--- src/rtl/lemon_pkg.sv ---
// rtl/lemon_pkg.sv - shared types and constants for the lemon fetch path
//
// Purpose: fetch-state encoding, instruction length and the core-wide default
// reset vector, imported by the instruction fetch unit and its helpers.
// Ports: none (package).

package lemon_pkg;

  localparam int ILEN = 32;

  // Default boot address, shared with the rest of the core.
  localparam logic [63:0] DEFAULT_RESET_VEC = 64'h0000_0000_8000_0000;

  // IFU_FAULT is reachable only when IFU_MISALIGN_CHK_EN is defined.
  typedef enum logic [1:0] {
    IFU_REQ,
    IFU_WAIT,
    IFU_OUT,
    IFU_FAULT
  } ifu_state_e;

endpackage

--- src/rtl/ifu_word_sel.sv ---
// rtl/ifu_word_sel.sv - picks the 32-bit instruction out of a memory beat
//
// Purpose: combinational selection of the instruction word from the response
// data. A 64-bit beat carries two words, chosen by pc[2]; a 32-bit beat is
// passed through.
// Ports:
//   rsp_data  in  MEM_DW  memory response data
//   pc_bit2   in  1       bit 2 of the fetch PC
//   inst_word out ILEN    selected instruction

module ifu_word_sel
  import lemon_pkg::*;
#(
  parameter int MEM_DW = 64
) (
  input  logic [MEM_DW-1:0] rsp_data,
  input  logic              pc_bit2,
  output logic [ILEN-1:0]   inst_word
);

  if (MEM_DW == 64) begin : g_dw64
    assign inst_word = pc_bit2 ? rsp_data[63:32] : rsp_data[31:0];
  end else begin : g_dw32
    assign inst_word = rsp_data[31:0];
  end

endmodule

--- src/rtl/lemon_ifu.sv ---
// rtl/lemon_ifu.sv - multi-cycle instruction fetch unit
//
// Purpose: owns the architectural PC, issues one fetch at a time over a
// valid/ready request channel and hands 32-bit instructions with their PC to
// decode. Redirects are accepted in any state.
// Optional feature: IFU_MISALIGN_CHK_EN adds misaligned-redirect detection,
// the FAULT state and the fault port; without it redirect_pc[1:0] is cleared.
// Ports:
//   clk, rst                          clock, synchronous active-high reset
//   mem_req_valid/ready/addr          fetch request channel (addr == pc)
//   mem_rsp_valid/data                fetch response, no back-pressure
//   inst_valid/ready, inst, inst_pc   instruction channel to decode
//   fault                             misaligned redirect (optional)
//   redirect_valid, redirect_pc       branch/jump redirect pulse

module lemon_ifu
  import lemon_pkg::*;
#(
  parameter int              XLEN      = 64,
  parameter int              MEM_DW    = 64,
  parameter logic [XLEN-1:0] RESET_VEC = XLEN'(DEFAULT_RESET_VEC)
) (
  input  logic              clk,
  input  logic              rst,
  output logic              mem_req_valid,
  input  logic              mem_req_ready,
  output logic [XLEN-1:0]   mem_req_addr,
  input  logic              mem_rsp_valid,
  input  logic [MEM_DW-1:0] mem_rsp_data,
  output logic              inst_valid,
  input  logic              inst_ready,
  output logic [ILEN-1:0]   inst,
  output logic [XLEN-1:0]   inst_pc,
`ifdef IFU_MISALIGN_CHK_EN
  output logic              fault,
`endif
  input  logic              redirect_valid,
  input  logic [XLEN-1:0]   redirect_pc
);

  ifu_state_e      state_q, state_d;
  logic [XLEN-1:0] pc_q, pc_d;
  logic [XLEN-1:0] inst_pc_q, inst_pc_d;
  logic [ILEN-1:0] inst_q, inst_d;
  logic            kill_q, kill_d;
  logic [ILEN-1:0] rsp_word;
  logic [XLEN-1:0] redirect_tgt;

`ifdef IFU_MISALIGN_CHK_EN
  logic fault_q, fault_d;
  logic redirect_bad;
  assign redirect_tgt = redirect_pc;
  assign redirect_bad = redirect_valid && (redirect_pc[1:0] != 2'b00);
`else
  assign redirect_tgt = redirect_pc & ~XLEN'(3);
`endif

  ifu_word_sel #(.MEM_DW(MEM_DW)) u_word_sel (
    .rsp_data  (mem_rsp_data),
    .pc_bit2   (pc_q[2]),
    .inst_word (rsp_word)
  );

  always_comb begin
    state_d   = state_q;
    pc_d      = pc_q;
    kill_d    = kill_q;
    inst_d    = inst_q;
    inst_pc_d = inst_pc_q;
`ifdef IFU_MISALIGN_CHK_EN
    fault_d   = fault_q;
`endif
    case (state_q)
      IFU_REQ: begin
        if (redirect_valid) begin
          pc_d = redirect_tgt;
          // The old request still goes out; its response must be discarded.
          if (mem_req_ready) begin
            kill_d  = 1'b1;
            state_d = IFU_WAIT;
          end
        end else if (mem_req_ready) begin
          state_d = IFU_WAIT;
        end
      end
      IFU_WAIT: begin
        if (redirect_valid) begin
          pc_d = redirect_tgt;
          if (mem_rsp_valid) begin
            kill_d  = 1'b0;
            state_d = IFU_REQ;
          end else begin
            kill_d  = 1'b1;
          end
        end else if (mem_rsp_valid) begin
          if (kill_q) begin
            kill_d  = 1'b0;
            state_d = IFU_REQ;
          end else begin
            inst_d    = rsp_word;
            inst_pc_d = pc_q;
            state_d   = IFU_OUT;
          end
        end
      end
      IFU_OUT: begin
        // A redirect wins over pc+4 even if decode takes the instruction.
        if (redirect_valid) begin
          pc_d    = redirect_tgt;
          state_d = IFU_REQ;
        end else if (inst_ready) begin
          pc_d    = pc_q + XLEN'(4);
          state_d = IFU_REQ;
        end
      end
      default: begin
        // FAULT: held until reset.
      end
    endcase
`ifdef IFU_MISALIGN_CHK_EN
    if (redirect_bad && (state_q != IFU_FAULT)) begin
      state_d = IFU_FAULT;
      pc_d    = pc_q;
      kill_d  = 1'b0;
      fault_d = 1'b1;
    end
`endif
  end

  always_ff @(posedge clk) begin
    if (rst) begin
      state_q   <= IFU_REQ;
      pc_q      <= RESET_VEC;
      kill_q    <= 1'b0;
      inst_q    <= '0;
      inst_pc_q <= '0;
`ifdef IFU_MISALIGN_CHK_EN
      fault_q   <= 1'b0;
`endif
    end else begin
      state_q   <= state_d;
      pc_q      <= pc_d;
      kill_q    <= kill_d;
      inst_q    <= inst_d;
      inst_pc_q <= inst_pc_d;
`ifdef IFU_MISALIGN_CHK_EN
      fault_q   <= fault_d;
`endif
    end
  end

  // Gated by rst so no request is offered during the reset cycle.
  assign mem_req_valid = (state_q == IFU_REQ) && !rst;
  assign mem_req_addr  = pc_q;
  assign inst_valid    = (state_q == IFU_OUT);
  assign inst          = inst_q;
  assign inst_pc       = inst_pc_q;
`ifdef IFU_MISALIGN_CHK_EN
  assign fault         = fault_q;
`endif

endmodule

--- config.mk ---
export PLATFORM = sky130hd
export DESIGN_NAME = lemon_ifu
export DESIGN_NICKNAME = d
export VERILOG_FILES = /design/src/rtl/lemon_pkg.sv /design/src/rtl/ifu_word_sel.sv /design/src/rtl/lemon_ifu.sv
export SDC_FILE = /design/constraint.sdc
export NUM_CORES = 1
export LEC_CHECK = 0
export CAP_MARGIN = 20
export CORE_ASPECT_RATIO = 1.75
export CORE_MARGIN = 10
export CORE_UTILIZATION = 40
export DETAILED_ROUTE_END_ITERATION = 8
export DONT_BUFFER_PORTS = 1
export MAX_ROUTING_LAYER = met4
export PLACE_DENSITY = 0.52
export SYNTH_ARGS = -nofsm -noshare
export SYNTH_HDL_FRONTEND = slang
export SYNTH_HIERARCHICAL = 1
export SYNTH_SLANG_ARGS = --single-unit
--- constraint.sdc ---
create_clock -name clk -period 4.7 [get_ports clk]
set_clock_uncertainty 0.05 [all_clocks]
set_input_delay 0.94 -clock clk [delete_from_list [all_inputs] [get_ports clk]]
set_output_delay 0.94 -clock clk [all_outputs]
set_load 0.01 [all_outputs]
==> Yosys cells after proc, flatten, opt, wreduce, memory -nomap -nowiden <==
Index checks and enable logic that the tools add are counted.
{ "totals": {"reg_bits": 163, "latchBits": 0, "ram_bits": 0, "romBits": 0, "in_bits": 134, "output_inout_bits": 162, "elab_cells": 46, "memories": 0} }
{ "op_classes": {"addsub": 1, "mul": 0, "div": 0, "magnitude_cmp": 0, "n_eq_ne": 8, "shift": 0, "n_mux": 19, "bitwise_logic": 2, "reduce_logical": 11} }
{ "ops": {"columns": ["operator", "n"], "rows": [
  ["64-bit two-way mux", 3],
  ["64-bit one-hot mux with 2 select lines", 1],
  ["64-bit by 3-bit adder with 64-bit output, second input constant", 1],
  ["32-bit two-way mux", 1],
  ["2-bit two-way mux", 7],
  ["4-bit AND reduction", 3],
  ["2-bit inequality test, second input constant", 3],
  ["2-bit one-hot mux with 3 select lines", 1],
  ["1-bit two-way mux", 5],
  ["2-bit nonzero test", 2],
  ["3-bit by 1-bit inequality test with 1-bit output, second input constant", 1],
  ["3-bit inequality test, second input constant", 1],
  ["3-bit AND reduction", 1],
  ["3-bit nonzero test", 1],
  ["2-bit by 1-bit equality test with 1-bit output, second input constant", 1],
  ["2-bit equality test, second input constant", 1],
  ["2-bit logical NOT", 1],
  ["2-bit by 1-bit inequality test with 1-bit output, second input constant", 1],
  ["1-bit NOT", 2],
  ["1-bit one-hot mux with 2 select lines", 1],
  ["2-bit OR reduction", 1],
  ["1-bit logical AND", 1],
  ["1-bit logical NOT", 1]
]} }

==> Logic depth before layout (Yosys ltp) <==
{ "depth": {"depth_word": 4, "mapped_depth": 10, "depth_no_buf": 7} }

==> Modules after synthesis <==
The synthesis kept the hierarchy.
{ "by_module_without_submodules": {"columns": ["mod", "instances", "cells_per_inst", "area_per_inst_um2", "seq_area_each_um2"], "rows": [
  ["lemon_ifu", 1, 1064, 7877.6, 3183.1],
  ["ifu_word_sel", 1, 36, 544.3, 0.0]
]} }

==> Least setup slack after synthesis <==
No wires, ideal clock.
{ "synth_timing": {"path_type": "input to output", "from": "input port rst", "to": "output port mem_req_valid", "t_arrival_ns": 1.854, "required_time_ns": 3.710, "setup_slack_ns": 1.856, "stages": 4, "n_path_buf": 3, "path_cell_list": "clkbuf_1 -> clkbuf_1 -> clkbuf_1 -> nor2_1"} }
{ "synth_between": {"elab_chain_cells": 2} }
{ "synth_lines": {"columns": ["element", "line", "text"], "rows": [
  ["start, declared", "lemon_ifu.sv:24", "input logic rst,"],
  ["1-bit logical NOT", "lemon_ifu.sv:153", "assign mem_req_valid = (state_q == IFU_REQ) && !rst;"],
  ["1-bit logical AND", "lemon_ifu.sv:153", null],
  ["end, declared", "lemon_ifu.sv:25", "output logic mem_req_valid,"]
]} }
No other way between the ends.

==> Final worst setup path <==
{ "layout_timing": {"from": "register pc_q[2] (netlist: mem_req_addr[2])", "to": "register pc_q[61] (netlist: mem_req_addr[61])"} }
{ "layout_between": {"elab_chain_cells": 4} }
{ "layout_lines": {"columns": ["element", "line", "text"], "rows": [
  ["start, declared", "lemon_ifu.sv:42", "logic [XLEN-1:0] pc_q, pc_d;"],
  ["start signal, assigned", "lemon_ifu.sv:142", "pc_q <= pc_d;"],
  ["64-bit by 3-bit adder with 64-bit output", "lemon_ifu.sv:112", "pc_d = pc_q + XLEN'(4);"],
  ["64-bit two-way mux", "lemon_ifu.sv:111", "end else if (inst_ready) begin"],
  ["64-bit two-way mux", "lemon_ifu.sv:108", "if (redirect_valid) begin"],
  ["64-bit one-hot mux with 2 select lines", "lemon_ifu.sv:73", "case (state_q)"]
]} }
No other way between the ends. The select of a mux whose other input is x is not followed.
A chain may end at the register's enable or synchronous reset.

==> metrics.txt <==
# TYPE chip_impl_metric gauge
chip_impl_metric{name="drt_pass1_iterations",unit=""} 5
chip_impl_metric{name="die_w",unit="um"} 129.7
chip_impl_info{name="min_path_type",value="reg -> reg"} 1
chip_impl_info{name="critPathKind",value="reg -> reg"} 1
chip_impl_info{name="path_cells",value="buf_4, nand3_1, or4_1, nor4_1, a21oi_1, or3_1"} 1
chip_impl_info{name="final_common_cell",value="nand2_1"} 1
chip_impl_metric{name="detailedPlacementHpwl",unit="um"} 21690
chip_impl_metric{name="yosys.cell_types.count",unit=""} 66
chip_impl_metric{name="timing.setup.tns",unit="ps"} 0
chip_impl_metric{name="cts_resized",unit=""} 0
chip_impl_metric{name="critical_path.n_buffers_inverters",unit=""} 1
chip_impl_info{name="worstSetupEndpointType",value="register"} 1
chip_impl_metric{name="antenna_found_initial",unit=""} 3
chip_impl_metric{name="clkTransAtPathRegs",unit="ps"} 60
chip_impl_metric{name="grt_pass1_vias",unit=""} 7444
chip_impl_metric{name="globalRouteTotalUtil",unit=""} 0.2177
chip_impl_metric{name="final_area",unit="sq um"} 9041
chip_impl_metric{name="clock_tree.htree_level_count",unit=""} 4
chip_impl_metric{name="drive_gt1_frac",unit=""} 0.08654
chip_impl_metric{name="grt_remaining_overflow",unit=""} 0
chip_impl_metric{name="postCtsSetupRepairBufs",unit=""} 0
chip_impl_metric{name="drcViolationCount",unit=""} 0
chip_impl_metric{name="count_of_clock_tree_sinks",unit=""} 159
chip_impl_metric{name="post_placement_worst_setup_slack",unit="ps"} 1541
chip_impl_metric{name="relative_max_transition_margin",unit=""} 0.3020
chip_impl_metric{name="cts_hold_repair.buffers",unit=""} 0
chip_impl_metric{name="postPlaceCellArea",unit="sq um"} 8398
chip_impl_info{name="yosys_most_used_dff",value="dfxtp_1"} 1
chip_impl_info{name="grt_setup_unrepaired",value="false"} 1
chip_impl_metric{name="cp_slowest_stage_delay",unit="ps"} 750
chip_impl_info{name="critPathTopFamily",value="simple AND/OR/NAND/NOR gates"} 1
chip_impl_metric{name="finalWirelength",unit="um"} 30450
chip_impl_metric{name="clock_path_buffers",unit=""} 2
chip_impl_metric{name="fraction_of_registers_with_async_set_or_reset_after_synthesis",unit=""} 0
chip_impl_metric{name="yosysSeqAreaShare",unit=""} 0.3780
chip_impl_metric{name="global_route.usage.met3",unit=""} 0.07338
chip_impl_metric{name="internal_power",unit="mW"} 2.473
chip_impl_metric{name="synthCells",unit=""} 1100
chip_impl_metric{name="fin_nets",unit=""} 1169
chip_impl_metric{name="seq_area",unit="sq um"} 3184
chip_impl_info{name="mostFrequentLayoutCells",value="nand2_1 (257), dfxtp_1 (158), a21oi_1 (140)"} 1
chip_impl_metric{name="initial_util",unit=""} 0.4040
chip_impl_info{name="busiest_layer",value="met2"} 1
chip_impl_metric{name="cp_data_required_time",unit="ps"} 4970
chip_impl_metric{name="syn2layout_area_growth",unit="%"} 7.354
chip_impl_metric{name="post_drt_wl_per_cell",unit="um"} 23.51
chip_impl_metric{name="route.vias.total",unit=""} 7823
chip_impl_metric{name="power.sequential.fraction",unit=""} 0.467
chip_impl_metric{name="post-route-period-util",unit=""} 0.6897
chip_impl_metric{name="swShare",unit=""} 0.2488
chip_impl_metric{name="gp_congestion",unit=""} 0.8052
chip_impl_metric{name="design.portCount",unit=""} 296
chip_impl_metric{name="synth-edff-count",unit=""} 0
chip_impl_metric{name="fin_crit",unit="ps"} 3242
chip_impl_metric{name="ir_drop",unit="V"} 0.0001743
chip_impl_metric{name="final_critical_path_setup_slack",unit="ps"} 1458
chip_impl_metric{name="io_buffer_count",unit=""} 0
chip_impl_metric{name="clock_power_share",unit=""} 0.453
chip_impl_metric{name="report.final.hold_viol_count",unit=""} 0
chip_impl_metric{name="synth_area",unit="sq um"} 8422
chip_impl_metric{name="drt_via_density",unit=""} 6.041
chip_impl_metric{name="layout.filler_cells",unit=""} 2169
chip_impl_metric{name="worstMarginPinSlew",unit="ps"} 1047
chip_impl_info{name="outcome",value="finished, final reports clean"} 1
chip_impl_metric{name="postSynthRegisterBits",unit=""} 159
chip_impl_metric{name="met1_usage",unit=""} 0.2195
chip_impl_metric{name="globalRouteMet2Util",unit=""} 0.3778
chip_impl_metric{name="core_region_area",unit="sq um"} 20850
chip_impl_metric{name="worst_path_arrival",unit="ps"} 3510
chip_impl_metric{name="drv.max_cap_violation_count",unit=""} 0
chip_impl_metric{name="timing.final.max_slew_violations",unit=""} 0
chip_impl_metric{name="fmaxAchievable",unit="MHz"} 308.5
chip_impl_metric{name="crit_path_max_fanout",unit=""} 36
chip_impl_info{name="cts_tree",value="done"} 1
chip_impl_metric{name="cts_made_buffers",unit=""} 17
chip_impl_info{name="cts_root_buf",value="clkbuf_16"} 1
chip_impl_metric{name="power_switching",unit="mW"} 0.8188
chip_impl_metric{name="power_density",unit="nW/um^2"} 364.1
chip_impl_metric{name="std_cell_rows",unit=""} 70
chip_impl_metric{name="worst_skew_pair.late_latency",unit="ps"} 430
chip_impl_info{name="critPathSlowestCell",value="nor4_1"} 1
chip_impl_metric{name="global_route_wire_length_before_repair",unit="um"} 45220
chip_impl_metric{name="maximum_number_of_pins_on_one_net_before_global_route_repair",unit=""} 167
chip_impl_metric{name="drt_first_iter_violations",unit=""} 479
chip_impl_metric{name="ant_nets",unit=""} 0
chip_impl_info{name="critPathLaunchType",value="register"} 1
chip_impl_metric{name="finalHoldWorstSlack",unit="ps"} 450.0
chip_impl_metric{name="syn-mean-instance-area",unit="sq um"} 7.656
chip_impl_metric{name="die_h",unit="um"} 212.0
chip_impl_metric{name="power_frac_comb",unit=""} 0.080
chip_impl_metric{name="final_report_setup_violation_count",unit=""} 0
chip_impl_metric{name="multi_input_comb_area",unit="sq um"} 4775
chip_impl_metric{name="ys_warn_count",unit=""} 6
chip_impl_metric{name="overall_die_area",unit="sq um"} 27490
chip_impl_metric{name="power",unit="mW"} 3.292
chip_impl_metric{name="leakagePower",unit="nW"} 2.998
power groups by stage:
stage	registers (mW)	logic, mW	clock network [mW]
6_report	1.54	0.263	1.49
5_1_grt	1.55	0.296	1.58
4_1_cts	1.54	0.266	1.53
3_5_place_dp	1.57	0.265	0
3_3_place_gp	1.57	0.263	0
2_1_floorplan	1.51	0.260	0
metrics by stage:
stage          cells  utilization
3_3_place_gp    1262       0.4029
4_1_cts         1291       0.4330
5_1_grt         1295       0.4337
2_1_floorplan   1103            -
3_5_place_dp    1262       0.4029
6_report        1295       0.4337
cell type report:
| cell class | count | area share |
|---|---|---|
| Clock inverter | 6 | 0.01439 |
| Sequential cell | 159 | 0.3522 |
| Multi-Input combinational cell | 829 | 0.5281 |
| Antenna cell | 3 | 0.0008303 |
| Timing Repair Buffer | 12 | 0.009964 |
| Inverter | 11 | 0.004567 |
| Tap cell | 252 | 0.03487 |
| Clock buffer | 23 | 0.05508 |
metal layers:
metal | vias up | routed length [um]
met3 | 54 | 2956
met2 | 294 | 15810
li1 | 3791 | -
met1 | 3684 | 10880
met5 | - | 0
met4 | 0 | 806
registers in the layout, summed over array words and instances, names as in the netlist:
register	count
state_q	2
kill_q	1
inst_pc	62
inst	32
mem_req_addr	62
logic make-up after synthesis:
kind of cell / Yosys count / synth area share
and+or+nand+nor: 494 / 0.2769
DFF: 159 / 0.3780
adders and majority gates: 5 / 0.007428
muxes: 46 / 0.07354
buffers and inverters: 115 / 0.06121
AOI/OAI and AO/OA: 280 / 0.2025
other: 1 / 0.0004453
worst min-delay path, delay by kind of cell, from the launching register on:
| family | cells | cell delay, ps |
|---|---|---|
| compound gates | 1 | 50 |
| flops | 1 | 340 |
| simple gates | 1 | 60 |
cells in the mapped netlist (all sizes together), types with 5 or more instances:
master / count / area (sq um)
clkbuf: 81 / 304.0
dfxtp: 159 / 3183
nand2: 257 / 964.7
buf: 23 / 170.2
nand4: 29 / 187.7
nand3: 41 / 205.2
or4: 12 / 93.84
a211oi: 10 / 75.07
ha: 5 / 62.56
and3: 12 / 75.07
nor3: 30 / 150.1
a21oi: 140 / 700.7
a21o: 6 / 45.04
a22oi: 14 / 105.1
a31oi: 14 / 87.58
mux2: 37 / 529.3
nor2: 41 / 153.9
and2: 13 / 81.33
o211ai: 11 / 82.58
mux2i: 9 / 90.09
and4: 15 / 131.4
or3: 13 / 81.33
o22ai: 7 / 43.79
nor4: 18 / 112.6
inv: 11 / 41.29
a2bb2oi: 5 / 43.79
o21ai: 34 / 170.2
worst paths after layout:
path,end,slack [ps],from,cells after the start
setup / recovery,mem_req_addr[61]$_SDFFE_PP0P_,1460,mem_req_addr[2]$_SDFFE_PP0P_,6
hold reg to reg,inst[24]$_SDFFE_PP0P_,450,inst[24]$_SDFFE_PP0P_,2
hold / removal,inst[24]$_SDFFE_PP0P_,450,inst[24]$_SDFFE_PP0P_,2
setup reg to reg,mem_req_addr[61]$_SDFFE_PP0P_,1460,mem_req_addr[2]$_SDFFE_PP0P_,6
(Power assumes the default switching activity.)
